==> config.mk <==
export PLATFORM = sky130hd
export DESIGN_NAME = bp_fe_queue_rollback_fifo_flat
export DESIGN_NICKNAME = d
export VERILOG_FILES = /design/src/rtl/bp_fe_queue_rollback_fifo_if.sv /design/src/rtl/bp_fe_queue_rollback_fifo.sv /design/src/flat_wrapper.sv
export SDC_FILE = /design/constraint.sdc
export NUM_CORES = 1
export LEC_CHECK = 0
export ABC_AREA = 1
export BUFFER_PORTS_ARGS = -buffer_cell sky130_fd_sc_hd__buf_2
export CAP_MARGIN = 20
export CORE_MARGIN = 2
export CORE_UTILIZATION = 50
export CTS_CLUSTER_DIAMETER = 80
export CTS_CLUSTER_SIZE = 24
export DETAILED_ROUTE_END_ITERATION = 8
export PLACE_DENSITY = 0.76
export SLEW_MARGIN = 15
export SYNTH_ARGS = -nofsm -noshare
export SYNTH_HDL_FRONTEND = slang
export SYNTH_SLANG_ARGS = --single-unit
==> constraint.sdc <==
create_clock -name clk_i -period 2.1 [get_ports clk_i]
set_input_delay 0 -clock clk_i [delete_from_list [all_inputs] [get_ports clk_i]]
set_output_delay 0 -clock clk_i [all_outputs]
set_load 0.01 [all_outputs]
==> src/rtl/bp_fe_queue_rollback_fifo_if.sv <==
// ---------------------------------------------------------------------------
// bp_fe_queue_rollback_fifo_if
//   Bundles the fe_queue handshake between the FE fetch pipeline, the
//   rollback FIFO and the BE consumer.
//   Producer side : clr_i, fe_queue_i, fe_queue_v_i -> fe_queue_ready_o
//   Consumer side : fe_queue_o, fe_queue_v_o <- fe_queue_yumi_i,
//                   fe_queue_deq_i, fe_queue_roll_i
//   modport master : the environment driving the queue (FE + BE)
//   modport slave  : the rollback FIFO itself
// ---------------------------------------------------------------------------
interface bp_fe_queue_rollback_fifo_if #(
    parameter int width_p = 8
);
    logic               clr_i;
    logic [width_p-1:0] fe_queue_i;
    logic               fe_queue_v_i;
    logic               fe_queue_ready_o;
    logic [width_p-1:0] fe_queue_o;
    logic               fe_queue_v_o;
    logic               fe_queue_yumi_i;
    logic               fe_queue_deq_i;
    logic               fe_queue_roll_i;

    modport master (
        output clr_i, fe_queue_i, fe_queue_v_i,
        output fe_queue_yumi_i, fe_queue_deq_i, fe_queue_roll_i,
        input  fe_queue_ready_o, fe_queue_o, fe_queue_v_o
    );

    modport slave (
        input  clr_i, fe_queue_i, fe_queue_v_i,
        input  fe_queue_yumi_i, fe_queue_deq_i, fe_queue_roll_i,
        output fe_queue_ready_o, fe_queue_o, fe_queue_v_o
    );
endinterface

==> src/rtl/bp_fe_queue_rollback_fifo.sv <==
// ---------------------------------------------------------------------------
// bp_fe_queue_rollback_fifo
//   FE-side holding queue for FE->BE fetch packets. Packets are dispatched
//   speculatively (yumi), committed (deq) and replayed from the oldest
//   uncommitted entry (roll).
//   Ports:
//     clk_i    : clock
//     reset_i  : synchronous active-high reset
//     fq       : bp_fe_queue_rollback_fifo_if.slave (see interface file)
//   Three pointers of $clog2(els_p)+1 bits, MSB is the wrap bit:
//     wptr : next slot to write
//     rptr : speculative read pointer (next packet to dispatch)
//     cptr : checkpoint, oldest uncommitted packet
//   Space is reclaimed only on commit, so a dispatched-but-uncommitted packet
//   is never overwritten and can always be replayed.
// ---------------------------------------------------------------------------
module bp_fe_queue_rollback_fifo #(
    parameter int width_p = 8,
    parameter int els_p   = 8
) (
    input  logic                          clk_i,
    input  logic                          reset_i,
    bp_fe_queue_rollback_fifo_if.slave    fq
);
    localparam int idx_w_lp = $clog2(els_p);
    localparam int ptr_w_lp = idx_w_lp + 1;
    localparam logic [ptr_w_lp-1:0] ptr_one_lp  = ptr_w_lp'(1);
    localparam logic [ptr_w_lp-1:0] ptr_zero_lp = ptr_w_lp'(0);

    logic [ptr_w_lp-1:0] wptr_q, wptr_d;
    logic [ptr_w_lp-1:0] rptr_q, rptr_d;
    logic [ptr_w_lp-1:0] cptr_q, cptr_d;

    logic [width_p-1:0]  mem_q [els_p];

    logic                full_s;
    logic                ready_s;
    logic                valid_s;
    logic                enq_s;

    // Full when write and checkpoint share an index but sit on different laps;
    // occupancy is measured against cptr so uncommitted slots stay reserved.
    always_comb begin
        full_s  = (wptr_q[idx_w_lp-1:0] == cptr_q[idx_w_lp-1:0])
               && (wptr_q[idx_w_lp] != cptr_q[idx_w_lp]);
        ready_s = ~reset_i & ~full_s;
        valid_s = ~reset_i & (rptr_q != wptr_q);
        enq_s   = fq.fe_queue_v_i & ready_s & ~fq.clr_i;
    end

    // Pointer next-state: clr wipes everything, roll beats yumi, and roll
    // rewinds to the checkpoint after any same-cycle commit.
    always_comb begin
        wptr_d = wptr_q;
        rptr_d = rptr_q;
        cptr_d = cptr_q;
        if (fq.clr_i) begin
            wptr_d = ptr_zero_lp;
            rptr_d = ptr_zero_lp;
            cptr_d = ptr_zero_lp;
        end else begin
            if (enq_s) begin
                wptr_d = wptr_q + ptr_one_lp;
            end else begin
                wptr_d = wptr_q;
            end
            if (fq.fe_queue_deq_i) begin
                cptr_d = cptr_q + ptr_one_lp;
            end else begin
                cptr_d = cptr_q;
            end
            if (fq.fe_queue_roll_i) begin
                rptr_d = cptr_d;
            end else if (fq.fe_queue_yumi_i) begin
                rptr_d = rptr_q + ptr_one_lp;
            end else begin
                rptr_d = rptr_q;
            end
        end
    end

    // Pointer registers with synchronous reset.
    always_ff @(posedge clk_i) begin
        if (reset_i) begin
            wptr_q <= ptr_zero_lp;
            rptr_q <= ptr_zero_lp;
            cptr_q <= ptr_zero_lp;
        end else begin
            wptr_q <= wptr_d;
            rptr_q <= rptr_d;
            cptr_q <= cptr_d;
        end
    end

    // Packet storage; contents are intentionally left unreset.
    always_ff @(posedge clk_i) begin
        if (enq_s) begin
            mem_q[wptr_q[idx_w_lp-1:0]] <= fq.fe_queue_i;
        end
    end

    assign fq.fe_queue_ready_o = ready_s;
    assign fq.fe_queue_v_o     = valid_s;
    assign fq.fe_queue_o       = mem_q[rptr_q[idx_w_lp-1:0]];

    bp_fe_queue_rollback_fifo_chk #(
        .els_p   (els_p),
        .ptr_w_p (ptr_w_lp)
    ) u_chk (
        .clk_i   (clk_i),
        .reset_i (reset_i),
        .clr_i   (fq.clr_i),
        .yumi_i  (fq.fe_queue_yumi_i),
        .deq_i   (fq.fe_queue_deq_i),
        .v_i     (valid_s),
        .wptr_i  (wptr_q),
        .rptr_i  (rptr_q),
        .cptr_i  (cptr_q)
    );
endmodule

// ---------------------------------------------------------------------------
// bp_fe_queue_rollback_fifo_chk
//   Protocol and pointer-invariant assertions for the rollback FIFO.
//   Inputs: clock/reset, clr/yumi/deq controls, current v_o, and the three
//   pointers. Produces no outputs.
// ---------------------------------------------------------------------------
module bp_fe_queue_rollback_fifo_chk #(
    parameter int els_p   = 8,
    parameter int ptr_w_p = 4
) (
    input logic               clk_i,
    input logic               reset_i,
    input logic               clr_i,
    input logic               yumi_i,
    input logic               deq_i,
    input logic               v_i,
    input logic [ptr_w_p-1:0] wptr_i,
    input logic [ptr_w_p-1:0] rptr_i,
    input logic [ptr_w_p-1:0] cptr_i
);
    localparam logic [ptr_w_p-1:0] els_lp = ptr_w_p'(els_p);

    logic [ptr_w_p-1:0] occ_s;
    logic [ptr_w_p-1:0] spec_s;

    // Modular distances from the checkpoint.
    always_comb begin
        occ_s  = wptr_i - cptr_i;
        spec_s = rptr_i - cptr_i;
    end

    a_yumi_needs_valid: assert property (@(posedge clk_i) disable iff (reset_i)
        yumi_i |-> v_i)
        else $error("yumi asserted without a valid packet");

    a_deq_needs_dispatched: assert property (@(posedge clk_i) disable iff (reset_i)
        (deq_i && !clr_i) |-> ((cptr_i != rptr_i) || yumi_i))
        else $error("deq asserted with nothing dispatched");

    a_ptr_order: assert property (@(posedge clk_i) disable iff (reset_i)
        (occ_s <= els_lp) && (spec_s <= occ_s))
        else $error("pointer ordering cptr <= rptr <= wptr violated");
endmodule

==> src/flat_wrapper.sv <==
// flat-port wrapper written by rule: the top's interface ports become plain ports
module bp_fe_queue_rollback_fifo_flat 
#(
    parameter int width_p = 8,
    parameter int els_p   = 8
)
  (clk_i, reset_i, fq_clr_i, fq_fe_queue_i, fq_fe_queue_v_i, fq_fe_queue_yumi_i, fq_fe_queue_deq_i, fq_fe_queue_roll_i, fq_fe_queue_ready_o, fq_fe_queue_o, fq_fe_queue_v_o);
  bp_fe_queue_rollback_fifo_if #(.width_p(width_p)) fq_i ();
  input  logic clk_i;
  input  logic reset_i;
  input wire logic [$bits(fq_i.clr_i)-1:0] fq_clr_i;
  input wire logic [$bits(fq_i.fe_queue_i)-1:0] fq_fe_queue_i;
  input wire logic [$bits(fq_i.fe_queue_v_i)-1:0] fq_fe_queue_v_i;
  input wire logic [$bits(fq_i.fe_queue_yumi_i)-1:0] fq_fe_queue_yumi_i;
  input wire logic [$bits(fq_i.fe_queue_deq_i)-1:0] fq_fe_queue_deq_i;
  input wire logic [$bits(fq_i.fe_queue_roll_i)-1:0] fq_fe_queue_roll_i;
  output wire logic [$bits(fq_i.fe_queue_ready_o)-1:0] fq_fe_queue_ready_o;
  output wire logic [$bits(fq_i.fe_queue_o)-1:0] fq_fe_queue_o;
  output wire logic [$bits(fq_i.fe_queue_v_o)-1:0] fq_fe_queue_v_o;
  assign fq_i.clr_i = fq_clr_i;
  assign fq_i.fe_queue_i = fq_fe_queue_i;
  assign fq_i.fe_queue_v_i = fq_fe_queue_v_i;
  assign fq_i.fe_queue_yumi_i = fq_fe_queue_yumi_i;
  assign fq_i.fe_queue_deq_i = fq_fe_queue_deq_i;
  assign fq_i.fe_queue_roll_i = fq_fe_queue_roll_i;
  assign fq_fe_queue_ready_o = fq_i.fe_queue_ready_o;
  assign fq_fe_queue_o = fq_i.fe_queue_o;
  assign fq_fe_queue_v_o = fq_i.fe_queue_v_o;
  bp_fe_queue_rollback_fifo #(.width_p(width_p), .els_p(els_p)) u_core (.clk_i(clk_i), .reset_i(reset_i), .fq(fq_i));
endmodule
# Word level (Yosys, flattened, before mapping)

Memory sizes are Yosys's and may differ from the RTL's. A register that Yosys moved wholly into a read port is not among the register bits.
Index checks and enable logic that the tools add are counted.

Input port bits: 15
Logic and storage cells: 27
RAM bits: 64
Memories: 1
Bits in registers: 12
Output and inout port bits: 10

Memory list:

| name         | depth | bits a word | rd ports | clocked after memory_dff | wr ports | RTL line                        | source |
|---|---|---|---|---|---|---|---|
| u_core.mem_q | 8     | 8           | 1        | 1                        | 1        | bp_fe_queue_rollback_fifo.sv:34 | `logic [width_p-1:0] mem_q [els_p];` |

Equality and inequality tests: 3
Reduce and logical (&&, ||, !) cells: 3
Bitwise gates (word level): 7
Add/subtract/negate cells: 3
Multiplexer cells: 7

Operators by type and width:

| operator                                                       | number |
|---|---|
| 4-bit by 1-bit adder with 4-bit output (second input constant) | 3 |
| 4-bit 2-to-1 mux                                               | 3 |
| 3-bit 2-to-1 mux                                               | 2 |
| 1-bit AND                                                      | 4 |
| 4-bit inequality test                                          | 1 |
| 3-bit == test                                                  | 1 |
| 1-bit NOT                                                      | 3 |
| 1-bit 2-to-1 mux                                               | 2 |
| 2-bit nonzero test                                             | 1 |
| 2-bit OR reduction                                             | 1 |
| 1-bit logical AND                                              | 1 |
| 1-bit inequality test                                          | 1 |

# Logic depth before layout (Yosys ltp)

Depth in word-level cells: 8
Mapped depth: 9
Depth with buffers taken out: 9

# Worst setup path before layout

OpenSTA, ideal clock, no wires.

Kind: register to register
Start point: reg u_core.wptr_q[1]
End point: mem u_core.mem_q[1][0] (enable)
Data required time: 1.730 ns
Stages on the path, launching flop included: 9
Library setup time: 0.370 ns
Period minus slack after synthesis: 1.693 ns
Data arrival time: 1.322 ns
Path buffers: 0
Slack: 0.407 ns
Cell sequence: dfxtp_1 -> nand2_1 -> nand2_1 -> nor2_2 -> nand2_2 -> nand3_4 -> nor2_4 -> nand2_1 -> nor2_1

Longest elaborated chain between the ends: 8

RTL lines:

| element                                | RTL line                        | source |
|---|---|---|
| start: declaration                     | bp_fe_queue_rollback_fifo.sv:30 | `logic [ptr_w_lp-1:0] wptr_q, wptr_d;` |
| start signal: assignment               | bp_fe_queue_rollback_fifo.sv:85 | `wptr_q <= ptr_zero_lp;` |
| start signal: assignment               | bp_fe_queue_rollback_fifo.sv:89 | `wptr_q <= wptr_d;` |
| 3-bit == test                          | bp_fe_queue_rollback_fifo.sv:44 | `full_s = (wptr_q[idx_w_lp-1:0] == cptr_q[idx_w_lp-1:0])` |
| 1-bit logical AND                      | bp_fe_queue_rollback_fifo.sv:45 | `&& (wptr_q[idx_w_lp] != cptr_q[idx_w_lp]);` |
| 1-bit NOT                              | bp_fe_queue_rollback_fifo.sv:46 | `ready_s = ~reset_i & ~full_s;` |
| 1-bit AND                              | bp_fe_queue_rollback_fifo.sv:46 |  |
| 1-bit AND (2 in a row)                 | bp_fe_queue_rollback_fifo.sv:48 | `enq_s = fq.fe_queue_v_i & ready_s & ~fq.clr_i;` |
| 1-bit 2-to-1 mux                       | bp_fe_queue_rollback_fifo.sv:97 | `if (enq_s) begin` |
| 1-bit 2-to-1 mux (implied by the code) | bp_fe_queue_rollback_fifo.sv:98 | `mem_q[wptr_q[idx_w_lp-1:0]] <= fq.fe_queue_i;` |
| end: declaration                       | bp_fe_queue_rollback_fifo.sv:34 |  |

Parallel ways exist; a longest one is shown, timed or not.

==> results.sh <==
export IMPL_status="finished, final reports clean"
export IMPL_grt_pass1_vias=2274
export IMPL_synth_edf_count=64
export IMPL_nets=373
export IMPL_ant_nets=0
export IMPL_die_w_um=85.5
export IMPL_synth_nets=323
export IMPL_synth_common_cells="nor2_1 (66), edfxtp_1 (64), nand2_1 (56)"
export IMPL_drive_gt1_share_pct=17.5
export IMPL_synthArstFlopShare_pct=0
export IMPL_ys_types=28
export IMPL_drtIter0Drc=171
export IMPL_reg2reg_from="u_core.wptr_q[1]"
export IMPL_min_period_ps=1730
export IMPL_crit_chain="buf_4, inv_1, buf_4, nor2_1, o32ai_1, nand2_1, nand2_1, buf_2"
export IMPL_drt_wl_total_um=6730
export IMPL_finClkSkew_ps=11.3
export IMPL_crit_path_end_kind="primary output"
export IMPL_cts_sinks=79
export IMPL_relSlewSlack_pct=73.9
export IMPL_synth_top_area_share_pct=57.9
export IMPL_maxSlewViolCount=0
export IMPL_slowest_stage="dfxtp_1"
export IMPL_path_clk_slew_ps=80
export IMPL_grt_max_degree=33
export IMPL_antennaDiodeCount=0
export IMPL_netlist_area_um2=3320
export IMPL_worstSetupPathType="reg -> out"
export IMPL_synth_area_top_cells="edfxtp_1 (58%), dfxtp_1 (9.0%), nor2_1 (7.5%), nand2_1 (6.3%), o32ai_1 (4.2%)"
export IMPL_wl_per_cell_um=15.4
export IMPL_path_delay_family="buffers and inverters"
export IMPL_reg2reg_depth=10
export IMPL_p_per_area_nw_per_um2=823
export IMPL_initial_utilization_pct=52.0
export IMPL_n_fill_cell=499
export IMPL_crit_buf_inv=4
export IMPL_drv_cap=0
export IMPL_synth_top_area_cell="edfxtp_1"
export IMPL_areaGrowthSynthToFinish_pct=18.9
export IMPL_finalCritPeriodShare_pct=82.3
export IMPL_hold_path_startpoint="fq_fe_queue_yumi_i"
export IMPL_holdPathStages=4
export IMPL_ys_seq_elements=79
export IMPL_h_tree_depth=3
export IMPL_insertion_delay_ps=340
export IMPL_setup_violations=0
export IMPL_rsz0062_at_grt="false"
export IMPL_cp_data_arrival_time_ps=1730
export IMPL_crit_fanout=17
export IMPL_ios=25
export IMPL_remaining_drc_errors=0
export IMPL_grt_usage_pct=19.9
export IMPL_die_h_um=85.5
export IMPL_ir_drop_v=0.000491
export IMPL_finalSetupTns_ps=0
export IMPL_vias_per_cell=5.39
export IMPL_cts_tree="done"
export IMPL_cts_buffers=9
export IMPL_syn_inst=305
export IMPL_worstSetupStartpointType="flip-flop"
export IMPL_seq_area_frac_synth_pct=66.9
export IMPL_synth_main_ff_cell="edfxtp_1"
export IMPL_dpl_hpwl_um=4410
export IMPL_reg2reg_slack_ps=380
export IMPL_hold_violations=0
export IMPL_timing_fmax_mhz=579
export IMPL_worstReg2RegEnd="u_core.mem_q[4][6]"
export IMPL_clockRootBuffer="clkbuf_8"
export IMPL_hold_path_end="u_core.rptr_q[3]"
export IMPL_drtPass1Iterations=4
export IMPL_synth_avg_cell_area_um2=10.9
export IMPL_die_area_um2=7310
export IMPL_vias=2350
export IMPL_p_leak_uw=0.00148
export IMPL_rows=29
export IMPL_antenna_found_initial=0
export IMPL_hold_path_class="in -> reg"
export IMPL_overflow=0
export IMPL_placed_area_um2=3600
export IMPL_register_area_um2=2220
export IMPL_fin_area_um2=3950
export IMPL_cts_resized=0
export IMPL_grt_pass1_wl_um=10900
export IMPL_gp_congestion=0.888
export IMPL_cts_buffer_depth=2
export IMPL_io_buffers=24
export IMPL_core_um2=6390
export IMPL_tightest_slew_ps=391
export IMPL_multi_input_area_um2=970
export IMPL_required_ps=2100
export IMPL_yosysMostFrequentCell="nor2_1"
export IMPL_max_stage_delay_ps=300
export IMPL_synth_warnings=0
placed cells by master, fill, tap and decap left out, drive strengths merged, types with 5 or more instances in the layout:
cell / count
a21oi: 5
buf: 39
clkbuf: 10
dfxtp: 15
dlygate4sd3: 11
edfxtp: 64
inv: 23
nand2: 58
nor2: 69
o21ai: 19
o32ai: 16
timing repair:
item | CTS | global route
hold buffers | 11 | 0
buffers inserted | 0 | 0
hold endpoints to repair | 73 | 0
worst max-delay path by stage:
stage	end	slack [ps]	from	cells after the start
6_report	fq_fe_queue_o[3]	370	flip-flop	8
5_1_grt	fq_fe_queue_o[4]	200	flip-flop	8
4_1_cts	u_core.mem_q[4][6]	360	u_core.wptr_q[1]	10
3_5_place_dp	u_core.mem_q[4][5]	370	u_core.wptr_q[0]	10
3_3_place_gp	u_core.mem_q[4][2]	430	u_core.wptr_q[1]	9
2_1_floorplan	u_core.mem_q[1][0]	410	u_core.wptr_q[1]	8
area by class of cell:
cell class                 count  area share, %
clock buffer                  10           3.23
clock inverter                 5           2.69
inverter                      22           2.09
multi-input combinational    193           24.6
sequential                    79           56.3
tap                           77           2.44
timing repair buffer          50           8.68
power by group:
group / switching, uW / internal (uW)
Sequential: 10.1 / 1700
Clock: 529 / 788
Combinational: 132 / 88.5
Total: 671 / 2580
sequential cells by signal (all words and copies together) (netlist names), named ones only:
| signal | cells |
|---|---|
| u_core.mem_q | 64 |
| u_core.cptr_q | 4 |
| u_core.rptr_q | 4 |
| u_core.wptr_q | 4 |
routing by layer:
| metal | routed length (um) | global-route usage (%) | vias to the layer above |
|---|---|---|---|
| met4 | 163 | 10.1 | 0 |
| li1 | - | - | 1156 |
| met5 | 0 | 0 | - |
| met2 | 3270 | 31.5 | 69 |
| met1 | 2980 | 26.2 | 1107 |
| met3 | 312 | 4.33 | 18 |
logic make-up (layout without fill, tap and decap cells):
logic type / after synthesis / in the layout / share of synthesized area, %
DFF: 79 / 79 / 66.9
AOI/OAI and AO/OA: 47 / 47 / 9.46
and+or+nand+nor: 136 / 136 / 16.8
xor gates and xnor gates: 7 / 7 / 1.85
buffers and inverters: 33 / 87 / 3.88
adders and majority gates: 3 / 3 / 1.13
worst reg2reg max path, delay by kind of cell, from the launching register on:
| kind | cells | cell delay, ps |
|---|---|---|
| buf+inv | 2 | 300 |
| flops | 1 | 370 |
| simple gates | 8 | 770 |
through the flow:
| stage | hold WS [ps] | cells | setup WS (ps) | util, % | power [uW] |
|---|---|---|---|---|---|
| 2_1_floorplan | 44.1 | 305 | 407 | - | 1870 |
| 3_3_place_gp | 268 | 410 | 433 | 56.4 | 1950 |
| 3_5_place_dp | 274 | 410 | 370 | 56.4 | 1950 |
| 4_1_cts | 3.34 | 436 | 360 | 61.8 | 3270 |
| 5_1_grt | 29.2 | 436 | 200 | 61.8 | 3360 |
| 6_report | 11.0 | 436 | 372 | 61.8 | 3250 |
Power figures use the tool's default switching activity.
